<file path="config.mk">
export PLATFORM = sky130hd
export DESIGN_NAME = sar_ctrl_flat
export DESIGN_NICKNAME = d
export VERILOG_FILES = /design/src/rtl/sar_pkg.sv /design/src/rtl/sar_ctrl_if.sv /design/src/rtl/sar_ctrl.sv /design/src/flat_wrapper.sv
export SDC_FILE = /design/constraint.sdc
export NUM_CORES = 1
export LEC_CHECK = 0
export CORE_MARGIN = 2
export CORE_UTILIZATION = 49
export CTS_BUF_LIST = sky130_fd_sc_hd__clkbuf_2
export DETAILED_ROUTE_END_ITERATION = 8
export PLACE_DENSITY = 0.78
export SKIP_LAST_GASP = 1
export SLEW_MARGIN = 20
export SYNTH_ARGS = -nofsm -noshare
export SYNTH_HDL_FRONTEND = slang
export SYNTH_SLANG_ARGS = --single-unit
</file>
<file path="constraint.sdc">
create_clock -name clk -period 2 [get_ports clk]
set_clock_uncertainty 0.05 [all_clocks]
set_input_delay 0.4 -clock clk [delete_from_list [all_inputs] [get_ports clk]]
set_output_delay 0.4 -clock clk [all_outputs]
set_load 0.01 [all_outputs]
</file>
<file path="src/rtl/sar_pkg.sv">
`default_nettype none
// ============================================================================
//  Module   : sar_pkg
//  Purpose  : Shared types and constants for the SAR conversion controller:
//             FSM state encoding, counter widths and the default converter
//             geometry shared with the ADC top level.
//  Revision : 1.0  initial release
// ============================================================================
package sar_pkg;

    // Default converter geometry, shared with the ADC top level
    localparam int NBITS_DEF         = 8;
    localparam int SAMPLE_CYCLES_DEF = 2;

    // Legal parameter ranges
    localparam int NBITS_MAX         = 16;
    localparam int SAMPLE_CYCLES_MAX = 15;

    // Bit index holds 0..NBITS_MAX-1; sample counter holds 0..SAMPLE_CYCLES_MAX-1
    localparam int IDX_W  = $clog2(NBITS_MAX);
    localparam int SCNT_W = $clog2(SAMPLE_CYCLES_MAX + 1);

    typedef enum logic [1:0] {
        IDLE   = 2'd0,
        SAMPLE = 2'd1,
        CONV   = 2'd2,
        DONE   = 2'd3
    } sar_state_t;

endpackage : sar_pkg
`default_nettype wire

</file>
<file path="src/rtl/sar_ctrl_if.sv">
`default_nettype none
// ============================================================================
//  Module   : sar_ctrl_if
//  Purpose  : Bundle of the SAR controller's conversion-side signals.
//             master : the controller (drives track/hold, DAC code, results)
//             slave  : the analog models / back-end around it
//  Options  : SAR_OVERRANGE_EN adds the ovr result flag.
//  Revision : 1.0  initial release
// ============================================================================
interface sar_ctrl_if
    import sar_pkg::*;
#(
    parameter int NBITS = NBITS_DEF
);
    logic             start;
    logic             comp;
    logic             sample;
    logic             comp_en;
    logic [NBITS-1:0] dac_code;
    logic [NBITS-1:0] dout;
    logic             dout_valid;
    logic             busy;
`ifdef SAR_OVERRANGE_EN
    logic             ovr;
`endif

    modport master (
        input  start,
        input  comp,
        output sample,
        output comp_en,
        output dac_code,
        output dout,
        output dout_valid,
        output busy
`ifdef SAR_OVERRANGE_EN
        ,
        output ovr
`endif
    );

    modport slave (
        output start,
        output comp,
        input  sample,
        input  comp_en,
        input  dac_code,
        input  dout,
        input  dout_valid,
        input  busy
`ifdef SAR_OVERRANGE_EN
        ,
        input  ovr
`endif
    );

endinterface : sar_ctrl_if
`default_nettype wire

</file>
<file path="src/rtl/sar_ctrl.sv">
`default_nettype none
// ============================================================================
//  Module   : sar_ctrl
//  Purpose  : Synchronous successive-approximation controller. Tracks the
//             input for SAMPLE_CYCLES, then tests one DAC bit per cycle from
//             MSB to LSB, keeping each bit the comparator accepts, and
//             publishes the final code with a one-cycle valid pulse.
//  Options  : SAR_OVERRANGE_EN adds ovr, set when the result is all-ones or
//             all-zeros, registered alongside dout.
//  Revision : 1.0  initial release
// ============================================================================
module sar_ctrl
    import sar_pkg::*;
#(
    parameter int NBITS         = NBITS_DEF,
    parameter int SAMPLE_CYCLES = SAMPLE_CYCLES_DEF
) (
    input  wire logic   clk,
    input  wire logic   rst,
    sar_ctrl_if.master  bus
);

    sar_state_t        r_state;
    sar_state_t        w_state_nxt;
    logic [SCNT_W-1:0] r_scnt;
    logic [SCNT_W-1:0] w_scnt_nxt;
    logic [IDX_W-1:0]  r_idx;
    logic [IDX_W-1:0]  w_idx_nxt;
    logic [NBITS-1:0]  r_dac;
    logic [NBITS-1:0]  w_dac_nxt;
    logic [NBITS-1:0]  r_dout;
    logic [NBITS-1:0]  w_dout_nxt;
    logic              w_result_load;

    // One-hot mask of the bit under trial and of the next bit down
    logic [NBITS-1:0]  w_trial_bit;
    logic [NBITS-1:0]  w_lower_bit;
    // Accumulated code with the trial bit resolved by the comparator
    logic [NBITS-1:0]  w_decided;

    assign w_trial_bit = {{(NBITS-1){1'b0}}, 1'b1} << r_idx;
    assign w_lower_bit = w_trial_bit >> 1;
    assign w_decided   = bus.comp ? r_dac : (r_dac & ~w_trial_bit);

    // Next-state and datapath update; the DAC register doubles as accumulator
    always_comb begin
        w_state_nxt   = r_state;
        w_scnt_nxt    = r_scnt;
        w_idx_nxt     = r_idx;
        w_dac_nxt     = r_dac;
        w_dout_nxt    = r_dout;
        w_result_load = 1'b0;
        case (r_state)
            IDLE: begin
                if (bus.start) begin
                    w_state_nxt = SAMPLE;
                    w_scnt_nxt  = SCNT_W'(SAMPLE_CYCLES - 1);
                    w_dac_nxt   = '0;
                end
            end
            SAMPLE: begin
                if (r_scnt == '0) begin
                    w_state_nxt = CONV;
                    w_idx_nxt   = IDX_W'(NBITS - 1);
                    w_dac_nxt   = {1'b1, {(NBITS-1){1'b0}}};
                end else begin
                    w_scnt_nxt  = r_scnt - 1'b1;
                end
            end
            CONV: begin
                if (r_idx == '0) begin
                    w_state_nxt   = DONE;
                    w_dac_nxt     = w_decided;
                    w_dout_nxt    = w_decided;
                    w_result_load = 1'b1;
                end else begin
                    w_dac_nxt     = w_decided | w_lower_bit;
                    w_idx_nxt     = r_idx - 1'b1;
                end
            end
            DONE: begin
                // Start seen here chains straight into the next sample phase
                w_dac_nxt = '0;
                if (bus.start) begin
                    w_state_nxt = SAMPLE;
                    w_scnt_nxt  = SCNT_W'(SAMPLE_CYCLES - 1);
                end else begin
                    w_state_nxt = IDLE;
                end
            end
            default: begin
                w_state_nxt = IDLE;
                w_dac_nxt   = '0;
            end
        endcase
    end

    // State and datapath registers with synchronous reset
    always_ff @(posedge clk) begin
        if (rst) begin
            r_state <= IDLE;
            r_scnt  <= '0;
            r_idx   <= '0;
            r_dac   <= '0;
            r_dout  <= '0;
        end else begin
            r_state <= w_state_nxt;
            r_scnt  <= w_scnt_nxt;
            r_idx   <= w_idx_nxt;
            r_dac   <= w_dac_nxt;
            r_dout  <= w_dout_nxt;
        end
    end

`ifdef SAR_OVERRANGE_EN
    logic r_ovr;

    // Over-range flag captured with the result: code pinned at either rail
    always_ff @(posedge clk) begin
        if (rst) begin
            r_ovr <= 1'b0;
        end else if (w_result_load) begin
            r_ovr <= (&w_decided) | ~(|w_decided);
        end
    end

    assign bus.ovr = r_ovr;
`endif

    // Control outputs are decodes of the registered state
    assign bus.sample     = (r_state == SAMPLE);
    assign bus.comp_en    = (r_state == CONV);
    assign bus.busy       = (r_state == SAMPLE) || (r_state == CONV);
    assign bus.dout_valid = (r_state == DONE);
    assign bus.dac_code   = r_dac;
    assign bus.dout       = r_dout;

endmodule : sar_ctrl
`default_nettype wire

</file>
<file path="src/flat_wrapper.sv">
// flat-port wrapper written by rule: the top's interface ports become plain ports
module sar_ctrl_flat import sar_pkg::*;
#(
    parameter int NBITS         = NBITS_DEF,
    parameter int SAMPLE_CYCLES = SAMPLE_CYCLES_DEF
)
  (clk, rst, bus_start, bus_comp, bus_sample, bus_comp_en, bus_dac_code, bus_dout, bus_dout_valid, bus_busy);
  sar_ctrl_if #(.NBITS(NBITS)) bus_i ();
  input  wire logic clk;
  input  wire logic rst;
  input wire logic [$bits(bus_i.start)-1:0] bus_start;
  input wire logic [$bits(bus_i.comp)-1:0] bus_comp;
  output wire logic [$bits(bus_i.sample)-1:0] bus_sample;
  output wire logic [$bits(bus_i.comp_en)-1:0] bus_comp_en;
  output wire logic [$bits(bus_i.dac_code)-1:0] bus_dac_code;
  output wire logic [$bits(bus_i.dout)-1:0] bus_dout;
  output wire logic [$bits(bus_i.dout_valid)-1:0] bus_dout_valid;
  output wire logic [$bits(bus_i.busy)-1:0] bus_busy;
  assign bus_i.start = bus_start;
  assign bus_i.comp = bus_comp;
  assign bus_sample = bus_i.sample;
  assign bus_comp_en = bus_i.comp_en;
  assign bus_dac_code = bus_i.dac_code;
  assign bus_dout = bus_i.dout;
  assign bus_dout_valid = bus_i.dout_valid;
  assign bus_busy = bus_i.busy;
  sar_ctrl #(.NBITS(NBITS), .SAMPLE_CYCLES(SAMPLE_CYCLES)) u_core (.clk(clk), .rst(rst), .bus(bus_i));
endmodule
</file>
**After elaboration in Yosys (flattened, before gate mapping)**

Index checks and enable logic that the tools add are counted.

- Register bits: 26
- Latch bits: 0
- RAM bits: 0
- Bits in read-only memories: 0
- Bits of input ports: 4
- Output and inout bits: 20
- Memories kept: 0

- Add/sub/neg operators: 2
- Multipliers: 0
- Divide/modulo/power cells: 0
- Order comparisons: 0
- Eq/ne operators: 9
- Shifts and indexed selects: 1
- Multiplexer cells: 16
- Bitwise logic cells: 3
- Reductions and logical operators: 12

Operators with widths:

| kind | number |
|---|---|
| 8-bit 2-to-1 mux | 4 |
| 8-bit case mux with 4 select lines | 1 |
| 4-bit 2-to-1 mux | 4 |
| 4-bit case mux with 2 select lines | 2 |
| 3-bit AND reduction | 3 |
| 8-bit AND | 1 |
| 4-bit logical NOT | 2 |
| 8-bit NOT | 1 |
| 8-bit by 7-bit bitwise OR with 8-bit output | 1 |
| 2-bit case mux with 4 select lines | 1 |
| 1-bit by 4-bit << shifter with 8-bit output, first input constant | 1 |
| 4-bit by 1-bit subtractor with 4-bit output, second input constant | 2 |
| 2-bit 2-to-1 mux | 3 |
| 2-bit by 1-bit != test with 1-bit output, second input constant | 3 |
| 2-bit != test, second input constant | 3 |
| 2-bit == test, second input constant | 2 |
| 2-bit AND reduction | 2 |
| 2-bit nonzero test | 2 |
| 2-bit by 1-bit == test with 1-bit output, second input constant | 1 |
| 2-bit logical NOT | 1 |
| 2-bit OR reduction | 1 |
| 1-bit logical OR | 1 |
| 1-bit 2-to-1 mux | 1 |

**Longest topological paths before layout**

Gate-level depths: netlist (run 1).

- Word-level depth: 7
- Gate-level depth with buffers: 8
- Mapped depth without buffers: 6

**Worst setup path after synthesis (run 1)**

Ideal clock, no wire load.

- Path kind: register to register
- Start: register u_core.r_state[1]
- End: register u_core.r_idx[3]
- Data arrival time: 1,842 ps
- Setup slack: 23 ps
- Stages on the path, launching flop included: 7
- Buffers on the path: 0
- Cell sequence: dfxtp_1 inv_1 ha_1 nor4bb_1 o211ai_1 xor2_1 a211oi_1

- Longest elaborated chain between the ends: 3

Ends and longest elaborated chain:

| what | line | text |
|---|---|---|
| start, declared | sar_ctrl.sv:23 | `sar_state_t r_state;` |
| start signal, assigned | sar_ctrl.sv:107 | `r_state <= w_state_nxt;` |
| 2-bit by 1-bit == test with 1-bit output * | n/a |  |
| named net bus_sample | flat_wrapper.sv:13 | `output wire logic [$bits(bus_i.sample)-1:0] bus_sample;` |
| 2-bit by 1-bit != test with 1-bit output (no source line) or 2-bit nonzero test (tied branches) | n/a |  |
| 3-bit AND reduction (no source line) | n/a |  |
| end signal, assigned | sar_ctrl.sv:109 | `r_idx <= w_idx_nxt;` |
| end, declared | sar_ctrl.sv:27 | `logic [IDX_W-1:0] r_idx;` |

Mark *: on every way through the listed nets, which the timed path passes. The rest lies on a longest branch.
A chain may end at the register's enable or synchronous reset.

**Final worst setup path (run 1)**

- Start: register u_core.r_scnt[0]
- End: register u_core.r_dac[3], in the netlist u_core.bus.dac_code[3]

- Longest elaborated chain between the ends: 3

Ends and longest elaborated chain:

| what | line | text |
|---|---|---|
| start, declared | sar_ctrl.sv:25 | `logic [SCNT_W-1:0] r_scnt;` |
| start signal, assigned | sar_ctrl.sv:108 | `r_scnt <= w_scnt_nxt;` |
| 4-bit logical NOT | sar_ctrl.sv:62 | `if (r_scnt == '0) begin` |
| 2-bit by 1-bit != test with 1-bit output (no source line) | n/a |  |
| 2-bit AND reduction (no source line) | n/a |  |
| end signal, assigned | sar_ctrl.sv:110 | `r_dac <= w_dac_nxt;` |
| end, declared | sar_ctrl.sv:29 | `logic [NBITS-1:0] r_dac;` |

Every way passes these cells.

==> results of run 1 <==
[sequential cells by signal, indices dropped and copies added (netlist names)]
| register | flops |
|---|---|
| u_core.bus.dout | 8 |
| u_core.r_idx | 4 |
| u_core.r_state | 2 |
| u_core.bus.dac_code | 8 |
| u_core.r_scnt | 4 |
[what timing repair did]
item / CTS / global route
resized for setup: 13 / 10
cloned: 0 / 0
pin swaps: 5 / 1
endpoints found under the setup margin: 10 / 11
[critical path, cell delays in order, from the launching register on]
cell	delay (ns)
dfxtp_2	0.38
inv_2	0.06
ha_4	0.14
or3b_4	0.38
a2111o_1	0.50
nor3b_4	0.29
a22o_2	0.19
[kinds of logic (layout without fill, tap and decap cells)]
| kind of cell | after synthesis | after routing | synth area share |
|---|---|---|---|
| and+or+nand+nor | 49 | 49 | 0.2067 |
| AOI/OAI and AO/OA | 47 | 47 | 0.2414 |
| DFF | 26 | 26 | 0.3691 |
| buffers and inverters | 16 | 51 | 0.05057 |
| adders and majority gates | 11 | 11 | 0.09760 |
| muxes | 4 | 4 | 0.02840 |
| xor gates and xnor gates | 1 | 1 | 0.006212 |
[cell type report]
class                      count  area [um^2]
inverter                       7        26.28
clock buffer                   3        15.01
fill                         219        848.3
clock inverter                 1        30.03
tap                           31        38.79
multi-input combinational    112        880.8
sequential                    26        528.0
timing repair buffer          40        366.6
[cells in the final DEF, fill, tap and decap left out, drive strengths merged, types with 6 or more instances in the layout]
cell           Yosys  routed
a21oi             10      10
a22o               7       7
and2               7       7
buf                4      17
clkdlybuf4s50      0      21
dfxtp             26      26
ha                11      11
inv                7       7
nand2              6       6
nor2              15      15
o22ai              9       9
[power groups by stage]
stage          clock network, mW  logic, mW  registers (mW)
2_1_floorplan                  0      0.971           0.695
3_3_place_gp                   0       1.37           0.742
3_5_place_dp                   0       1.41           0.746
4_1_cts                    0.341       1.46           0.743
5_1_grt                    0.361       1.68           0.783
6_report                   0.329       1.52           0.763
[metrics by stage]
stage	util	std cells	power [mW]	hold WS, ns
floorplan	-	154	1.666	0.4088
global placement	0.6444	216	2.111	0.3881
detailed placement	0.6444	216	2.160	0.3951
CTS	0.6755	220	2.541	0.4208
global route	0.6897	220	2.825	0.4480
finish	0.6897	220	2.609	0.4150
[per-layer routing]
| layer | routed length (um) | up-vias | track usage |
|---|---|---|---|
| li1 | - | 632 | - |
| met1 | 1432 | 609 | 0.2750 |
| met2 | 1619 | 23 | 0.3523 |
| met3 | 106 | 2 | 0.02902 |
| met4 | 16 | 0 | 0.05980 |
| met5 | 0 | - | 0 |
[path summary, 6_finish.rpt]
check / startpoint / endpoint / slack (ns) / cells after the start
setup reg to reg: u_core.r_scnt[0]$_SDFFE_PP0P_ / u_core.bus.dac_code[3]$_SDFFE_PP0P_ / -0.01 / 6
hold reg to reg: u_core.bus.dout[0]$_SDFFE_PP0P_ / u_core.bus.dout[0]$_SDFFE_PP0P_ / 0.42 / 2
hold / removal: u_core.bus.dout[0]$_SDFFE_PP0P_ / u_core.bus.dout[0]$_SDFFE_PP0P_ / 0.42 / 2
setup / recovery: u_core.r_scnt[0]$_SDFFE_PP0P_ / u_core.bus.dac_code[3]$_SDFFE_PP0P_ / -0.01 / 6
==> summary.md, run 1 <==
| Metric | Value |
|---|---|
| Layout cells sized above 1 | 0.2434 |
| RD Place Congestion | 0.7780 |
| VDD IR-drop max | 1.180 mV |
| CP Launch Type | flop |
| P_leak | 0.7516 nW |
| Wire per inst | 14.43 um |
| Rows | 19 |
| Detailed placer's ending HPWL | 2224 um |
| HP Class | flop to flop |
| Biggest area consumer among synthesized cells | dfxtp_1 |
| Initial Utilization | 0.5158 |
| Mapped Cells | 154 |
| Syn Nets | 169 |
| Sequential area share after synthesis | 0.3691 |
| Final min period | 2.015 ns |
| Cell variety after synth | 40 |
| Vias in the first global route | 1209 |
| ANT cells | 0 |
| F_max | 0.4964 GHz |
| Crit path DAT | 2.28 ns |
| Critical path class | flop to flop |
| Clk slew on worst S/H paths | 0.25 ns |
| Core footprint | 2734 um^2 |
| Setup TNS | -0.03898 ns |
| Final Max Tran Viols | 0 |
| Cts bufs inserted | 3 |
| Synth Cell Area | 1410 um^2 |
| Syn Area/Cell | 9.157 um^2 |
| Port buffer count | 23 |
| Drt drc | 0 |
| Pwr/cell area | 1384 nW/um^2 |
| Period utilization | 1.007 |
| DRT Wirelength | 3174 um |
| Internal | 1.555 mW |
| Clock latency on the worst-skew pair | 0.34 ns |
| Via Count | 1266 |
| Die ar. | 3323 um^2 |
| Clock sink total | 26 |
| Total GRT Usage | 0.2073 |
| EDFF count, synth | 0 |
| Setup violations, final | 4 |
| Pre-antenna DRT Iters | 5 |
| Critical Path End Type | flop |
| Post-layout nets | 205 |
| Required @ worst endpoint | 2.26 ns |
| Top post-synthesis cells by area | dfxtp_1, ha_1, nor2_1 |
| Largest net degree at the start of global routing | 28 |
| Die span in x | 57.65 um |
| Global-route wire length before repair | 5499 um |
| Vias/cell | 5.755 |
| Post-DP Area | 1762 um^2 |
| Seq pwr share | 0.292 |
| Initial DRC count | 56 |
| Run status | finished, violations left |
| Slew headroom | 0.7209 |
| CTS tree | done |
| Root Driver | clkbuf_2 |
| Hold Fails Final Rpt | 0 |
| Failing checks | setup timing |
| Max_cap viols | 0 |
| Count leader, synth | dfxtp_1 |
| Grt ovf | 0 |
| Clk pwr share | 0.126 |
| Worst-Margin Slew | 0.4178 ns |
| Switching Share | 0.4041 |
| Setup WS post-layout | -0.01468 ns |
| Die H | 57.65 um |
| Area grow syn2layout | 33.72% |
| RSZ-0062 raised after global routing | yes |
| Post-synth top area share | 0.3691 |
| # hold bufs at CTS | 0 |
| Synthesis-stage register bit count | 26 |
| Finished Cell Area | 1886 um^2 |
| Final ANT Viol Nets | 0 |
| Top FF cell, synth | dfxtp_1 |
| I/O pin cnt | 24 |
| P_sw | 1.054 mW |
| CP max FO | 4 |
| Max clock buf depth | 2 |
| Ys Warns | 0 |
| Logic pwr share | 0.581 |
| Pre-CTS WS | -0.05090 ns |
| Max H-tree Level | 1 |
| Synth cell count leaders | dfxtp_1, nor2_1, ha_1 |
| Antenna violations before repair | 0 |
| Ys async rst share | 0 |
| Setup repair bufs after CTS | 0 |
No activity file was read; power rests on OpenSTA's default activity.
==> run 2: changes to the inputs <==
ABC_AREA = 1   (was default)
PLACE_DENSITY = 0.77   (was 0.78)
==> run 2 against run 1 <==
Net effect: the flow now finishes without violations; utilization down 4.1 points; total power down 11%; critical path depth down 3.
==> summary.md, run 2 <==
| Metric | Value |
|---|---|
| Run status | finished clean |
| Root Driver | clkbuf_2 |
| Slew headroom | 0.7457 (+0.02481) |
| VDD IR-drop max | 1.027 mV (-13%) |
| RSZ-0062 raised after global routing | no |
| Die H | 58.54 um (+1.6%) |
| Syn Nets | 216 (+28%) |
| Ys async rst share | 0 (unchanged) |
| Synth cell count leaders | nand2_1, dfxtp_1, a21oi_1 |
| Final ANT Viol Nets | 0 (unchanged) |
| Die ar. | 3427 um^2 (+3.1%) |
| Critical Path End Type | output pin |
| Layout cells sized above 1 | 0.1528 (-0.09055) |
| Clock sink total | 26 (unchanged) |
| # hold bufs at CTS | 0 (unchanged) |
| Critical path class | flop to output pin |
| Top FF cell, synth | dfxtp_1 |
| Max H-tree Level | 1 (unchanged) |
| Worst-Margin Slew | 0.3809 ns (-0.03684 ns) |
| Final non-filler cell total | 260 (+18%) |
| Top post-synthesis cells by area | dfxtp_1, nand2_1, ha_1 |
| Hold Fails Final Rpt | 0 (unchanged) |
| RD Place Congestion | 0.8068 (+3.7%) |
| Cts bufs inserted | 3 (unchanged) |
| Total chip power | 2.325 mW (-11%) |
| F_max | 0.5256 GHz (+5.9%) |
| CP Launch Type | flop |
| Pre-antenna DRT Iters | 4 (-1) |
| Max clock buf depth | 2 (unchanged) |
| CP max FO | 4 (unchanged) |
| CTS tree | done |
| Port buffer count | 23 (unchanged) |
| HP Class | flop to flop |
| Grt ovf | 0 (unchanged) |
| Clock latency on the worst-skew pair | 0.36 ns (+0.02 ns) |
| Post-layout nets | 245 (+20%) |
| Die span in x | 58.54 um (+1.6%) |
| Initial DRC count | 73 (+30%) |
| Sequential area share after synthesis | 0.3571 (-0.01204) |
| Syn Area/Cell | 7.252 um^2 (-21%) |
| Via Count | 1310 (+3.5%) |
| Ys Warns | 0 (unchanged) |
| Vias in the first global route | 1186 (-1.9%) |
| Required @ worst endpoint | 1.55 ns (-0.71 ns) |
| Area grow syn2layout | 23.78% |
| P_leak | 0.7815 nW (+4.0%) |
| Placed instance count | 254 (+18%) |
| Crit path DAT | 1.45 ns (-0.83 ns) |
| Pwr/cell area | 1289 nW/um^2 (-6.9%) |
| DRT Wirelength | 3051 um (-3.9%) |
| Mapped Cells | 201 (+31%) |
| Core footprint | 2781 um^2 (+1.7%) |
| Drt drc | 0 (unchanged) |
| Synthesis-stage register bit count | 26 (unchanged) |
| Clk slew on worst S/H paths | 0.26 ns (about the same) |
| Commonest non-fill, non-tap cell in the layout | nand2_1 |
| Antenna violations before repair | 0 (unchanged) |
| Largest net degree at the start of global routing | 17 (-39%) |
| Vias/cell | 5.038 (-12%) |
| Final min period | 1.902 ns (-0.1122 ns) |
| Initial Utilization | 0.5241 (+0.008277) |
| Final Max Tran Viols | 0 (unchanged) |
| Setup violations, final | 0 (-4) |
| Count leader, synth | nand2_1 |
| Period utilization | 0.9512 (-0.05611) |
| I/O pin cnt | 24 (unchanged) |
| Setup TNS | 0 ns (+0.03898 ns) |
| EDFF count, synth | 0 (unchanged) |
| Total GRT Usage | 0.1966 (-0.01071) |
| Cell variety after synth | 25 (-38%) |
| Rows | 19 (unchanged) |
| ANT cells | 0 (unchanged) |
| Wire per inst | 11.73 um (-19%) |
| Most frequent cells in the layout | nand2_1, dfxtp_1, clkdlybuf4s50_1 |
| Max_cap viols | 0 (unchanged) |
| Synth Cell Area | 1458 um^2 (+3.4%) |
| Global-route wire length before repair | 5188 um (-5.7%) |
| Biggest area consumer among synthesized cells | dfxtp_1 |
| Post-synth top area share | 0.3571 (-0.01204) |
| Detailed placer's ending HPWL | 2327 um (+4.6%) |
run 2: cell types whose count changed in the layout (fill, tap and decap cells not counted), moves of 8 or more:
cell	previous run	this run
a21oi_1	10	18
inv_1	3	14
nand2_1	6	60
buf_4	15	4
nand3_1	1	12
o21ai_0	0	13
run 2: cells by family after synthesis:
kind of cell	count (synthesis)	synth area share
DFF	26	0.3571
and+or+nand+nor	97	0.3090
buffers and inverters	24	0.07381
xor gates and xnor gates	1	0.006010
adders and majority gates	11	0.09442
AOI/OAI and AO/OA	42	0.1597
run 2: worst max-delay path, cell delays in order, from the launching register on:
cell	delay (ns)
dfxtp_4	0.42
inv_1	0.08
ha_1	0.31
dlygate4sd2_1	0.28
run 2: layer usage:
metal / routed length, um / global-route usage / vias up
li1: - / - / 710
met2: 1403 / 0.3130 / 16
met1: 1542 / 0.2795 / 579
met3: 72 / 0.02637 / 5
met4: 32 / 0.05316 / 0
met5: 0 / 0 / -
run 2: metrics by stage:
step           setup slack (ns)  hold WS (ns)  instance area [um^2]  utilization
3_3_place_gp             0.2414        0.4243                  1719       0.6181
3_5_place_dp             0.2163        0.4281                  1719       0.6181
2_1_floorplan            0.4563        0.4088                  1458            -
6_report                0.09755        0.4614                  1804       0.6487
5_1_grt                0.001796        0.4701                  1804       0.6487
4_1_cts                 0.08878        0.4566                  1804       0.6487
run 2: worst paths after layout:
| path | slack, ns | start | endpoint | depth (start not counted) |
|---|---|---|---|---|
| worst max-delay path | 0.1 | u_core.r_state[0]$_SDFFE_PP0P_ | bus_busy | 3 |
| worst min-delay path | 0.46 | u_core.bus.dac_code[1]$_SDFFE_PP0P_ | u_core.bus.dac_code[1]$_SDFFE_PP0P_ | 2 |
| worst max register to register | 0.38 | u_core.r_state[0]$_SDFFE_PP0P_ | u_core.r_scnt[3]$_SDFFE_PP0P_ | 9 |
| worst min register to register | 0.46 | u_core.bus.dac_code[1]$_SDFFE_PP0P_ | u_core.bus.dac_code[1]$_SDFFE_PP0P_ | 2 |
run 2: area by class of cell:
class | instances | area [um^2]
Clock buffer | 3 | 15.01
Clock inverter | 1 | 30.03
Fill cell | 270 | 977.2
Inverter | 20 | 77.57
Multi-Input combinational cell | 151 | 842.1
Sequential cell | 26 | 525.5
Tap cell | 31 | 38.79
Timing Repair Buffer | 28 | 275.3
run 2: repair_timing:
action / 4_1_cts / 5_1_grt
endpoints found under the hold margin: 0 / 0
gates resized for setup: 10 / 0
setup buffers: 2 / 0
setup endpoints to repair: 4 / 0
run 2: power breakdown:
part           total [mW]  internal, mW  leakage [nW]  switching, mW
logic                1.23         0.509         0.542          0.722
clock network       0.335         0.172        0.0266          0.163
registers           0.759         0.652         0.213          0.106
total                2.33          1.33         0.781          0.992
==> run 3: changes to the inputs <==
CORE_MARGIN = default   (was 2)
==> run 3 against run 2 <==
Net effect: cell count up 0.38%; combinational power about the same; highest routed layer unchanged; first-iteration DRC count down 19%; fmax up 0.64%; global-route usage up 0.33 points; largest power group unchanged; cell area down 0.21%; register-to-register slack about the same; hold slack worse by 0.0018 ns; sequential power about the same.
==> summary.md, run 3 (synthesized netlist as in run 2, its figures left out) <==
| Metric | Value |
|---|---|
| Max clock buf depth | 2 (unchanged) |
| DRT Wirelength | 3016 um (-1.1%) |
| Die H | 56.54 um (-3.4%) |
| Port buffer count | 23 (unchanged) |
| HP Class | flop to flop |
| Root Driver | clkbuf_2 |
| Critical path's slowest cell | dfxtp_2 |
| Max_cap viols | 0 (unchanged) |
| Layout cells sized above 1 | 0.1565 (+0.003683) |
| Antenna violations before repair | 0 (unchanged) |
| Core footprint | 2781 um^2 (unchanged) |
| Via Count | 1328 (+1.4%) |
| Register area | 523.0 um^2 (-0.48%) |
| Setup TNS | 0 ns (unchanged) |
| Area grow syn2layout | 23.52% |
| Multi-input gate area | 842.1 um^2 (unchanged) |
| Clk slew on worst S/H paths | 0.26 ns (about the same) |
| P_leak | 0.7961 nW (+1.9%) |
| VDD IR-drop max | 0.9224 mV (-10%) |
| ANT cells | 0 (unchanged) |
| Hold Fails Final Rpt | 0 (unchanged) |
| Rows | 19 (unchanged) |
| CTS tree | done |
| Vias/cell | 5.088 (+0.99%) |
| Initial DRC count | 59 (-19%) |
| Most frequent cells in the layout | nand2_1, dfxtp_1, clkdlybuf4s50_1 |
| # hold bufs at CTS | 0 (unchanged) |
| Cells along the critical path | inv_1 -> ha_1 -> dlygate4sd2_1 |
| Crit path DAT | 1.44 ns (about the same) |
| R2r startpoint | u_core.r_state[0]$_SDFFE_PP0P_ |
| Run status | finished clean |
| Setup violations, final | 0 (unchanged) |
| Critical path class | flop to output pin |
| FILL cells | 274 (+1.5%) |
| Die span in x | 56.54 um (-3.4%) |
| Detailed placer's ending HPWL | 2254 um (-3.1%) |
| Clock latency on the worst-skew pair | 0.35 ns (about the same) |
| Drt drc | 0 (unchanged) |
| Die ar. | 3197 um^2 (-6.7%) |
| Final Max Tran Viols | 0 (unchanged) |
| CP max FO | 4 (unchanged) |
| Wire per inst | 11.56 um (-1.5%) |
| Grt ovf | 0 (unchanged) |
| Post-layout nets | 246 (+0.41%) |
| RSZ-0062 raised after global routing | no |
| Min-delay src | u_core.r_scnt[1]$_SDFFE_PP0P_ |
| Final min period | 1.890 ns (-0.01218 ns) |
| Period utilization | 0.9451 (-0.006091) |
| Cts bufs inserted | 3 (unchanged) |
| Vias in the first global route | 1180 (-0.51%) |
| Pre-antenna DRT Iters | 4 (unchanged) |
| Required @ worst endpoint | 1.55 ns (about the same) |
| RD Place Congestion | 0.8225 (+1.9%) |
| Util after Layout | 0.6473 (-0.001350) |
| Final ANT Viol Nets | 0 (unchanged) |
| Worst Setup SP | u_core.r_state[0]$_SDFFE_PP0P_ |
| Pwr/cell area | 1283 nW/um^2 (-0.46%) |
| Initial Utilization | 0.5241 (unchanged) |
| F_max | 0.5290 GHz (+0.64%) |
| Slew headroom | 0.7486 (+0.002936) |
| Worst-Margin Slew | 0.3765 ns (-0.004398 ns) |
| Clock sink total | 26 (unchanged) |
| Global-route wire length before repair | 5154 um (-0.66%) |
| Critical Path End Type | output pin |
| Max incr delay on CP | 0.41 ns (about the same) |
| Largest net degree at the start of global routing | 17 (unchanged) |
| I/O pin cnt | 24 (unchanged) |
| CP Launch Type | flop |
| Commonest non-fill, non-tap cell in the layout | nand2_1 |
| Max H-tree Level | 1 (unchanged) |
| Total GRT Usage | 0.1999 (+0.003310) |
==> run 3: cell types whose count changed in the layout (fill, tap and decap cells not counted) <==
cell / before / now
dlygate4sd2_1: 4 / 3
dfxtp_4: 1 / 0
dlymetal6s2s_1: 0 / 1
buf_4: 4 / 6
buf_12: 1 / 0
dfxtp_2: 1 / 2
==> run 3: path summary, 6_finish.rpt <==
check | end | slack, ns | cells after the start
max | bus_busy | 0.11 | 3
min | u_core.r_scnt[1]$_SDFFE_PP0P_ | 0.46 | 2
max reg2reg | u_core.r_scnt[3]$_SDFFE_PP0P_ | 0.37 | 9
min reg2reg | u_core.r_scnt[1]$_SDFFE_PP0P_ | 0.46 | 2
==> run 3: worst max-delay path: cells and delay by family (launching register included) <==
family                     cells  cell delay (ns)
DFF                            1             0.41
buffers and inverters          2             0.37
adders and majority gates      1             0.31
==> run 3: metal layers <==
layer | up-vias | part of all wire | GRT usage
li1 | 709 | - | -
met1 | 594 | 0.49 | 0.2695
met3 | 2 | 0.029 | 0.02765
met2 | 23 | 0.48 | 0.3445
met5 | - | 0 | 0
met4 | 0 | 0.0056 | 0.03136
==> run 3: what timing repair did <==
action,in CTS,in global routing
buffers inserted,3,0
resized for setup,8,1
endpoints found under the setup margin,3,1
cloned,0,0
endpoints found under the hold margin,0,0
==> run 3: cell type report <==
type	count	area share
clock buffer	3	0.008339
multi-input combinational	151	0.4677
tap	31	0.02154
clock inverter	1	0.01668
timing repair buffer	29	0.1522
sequential	26	0.2905
inverter	20	0.04309
==> run 3: stage by stage <==
step	cell area [um^2]	hold WS [ns]	total power, mW	cells	setup slack (ns)
global placement	1719	0.4281	1.942	254	0.2408
global route	1800	0.4829	2.529	261	0.01299
detailed placement	1719	0.4314	1.959	254	0.2261
floorplan	1458	0.4088	1.605	201	0.4563
CTS	1798	0.4594	2.325	261	0.006160
finish	1800	0.4596	2.310	261	0.1097
==> run 3: power breakdown <==
| part | switching [mW] | internal, mW |
|---|---|---|
| Combinational | 0.718 | 0.502 |
| Clock | 0.160 | 0.172 |
| Sequential | 0.107 | 0.650 |
| Total | 0.985 | 1.32 |
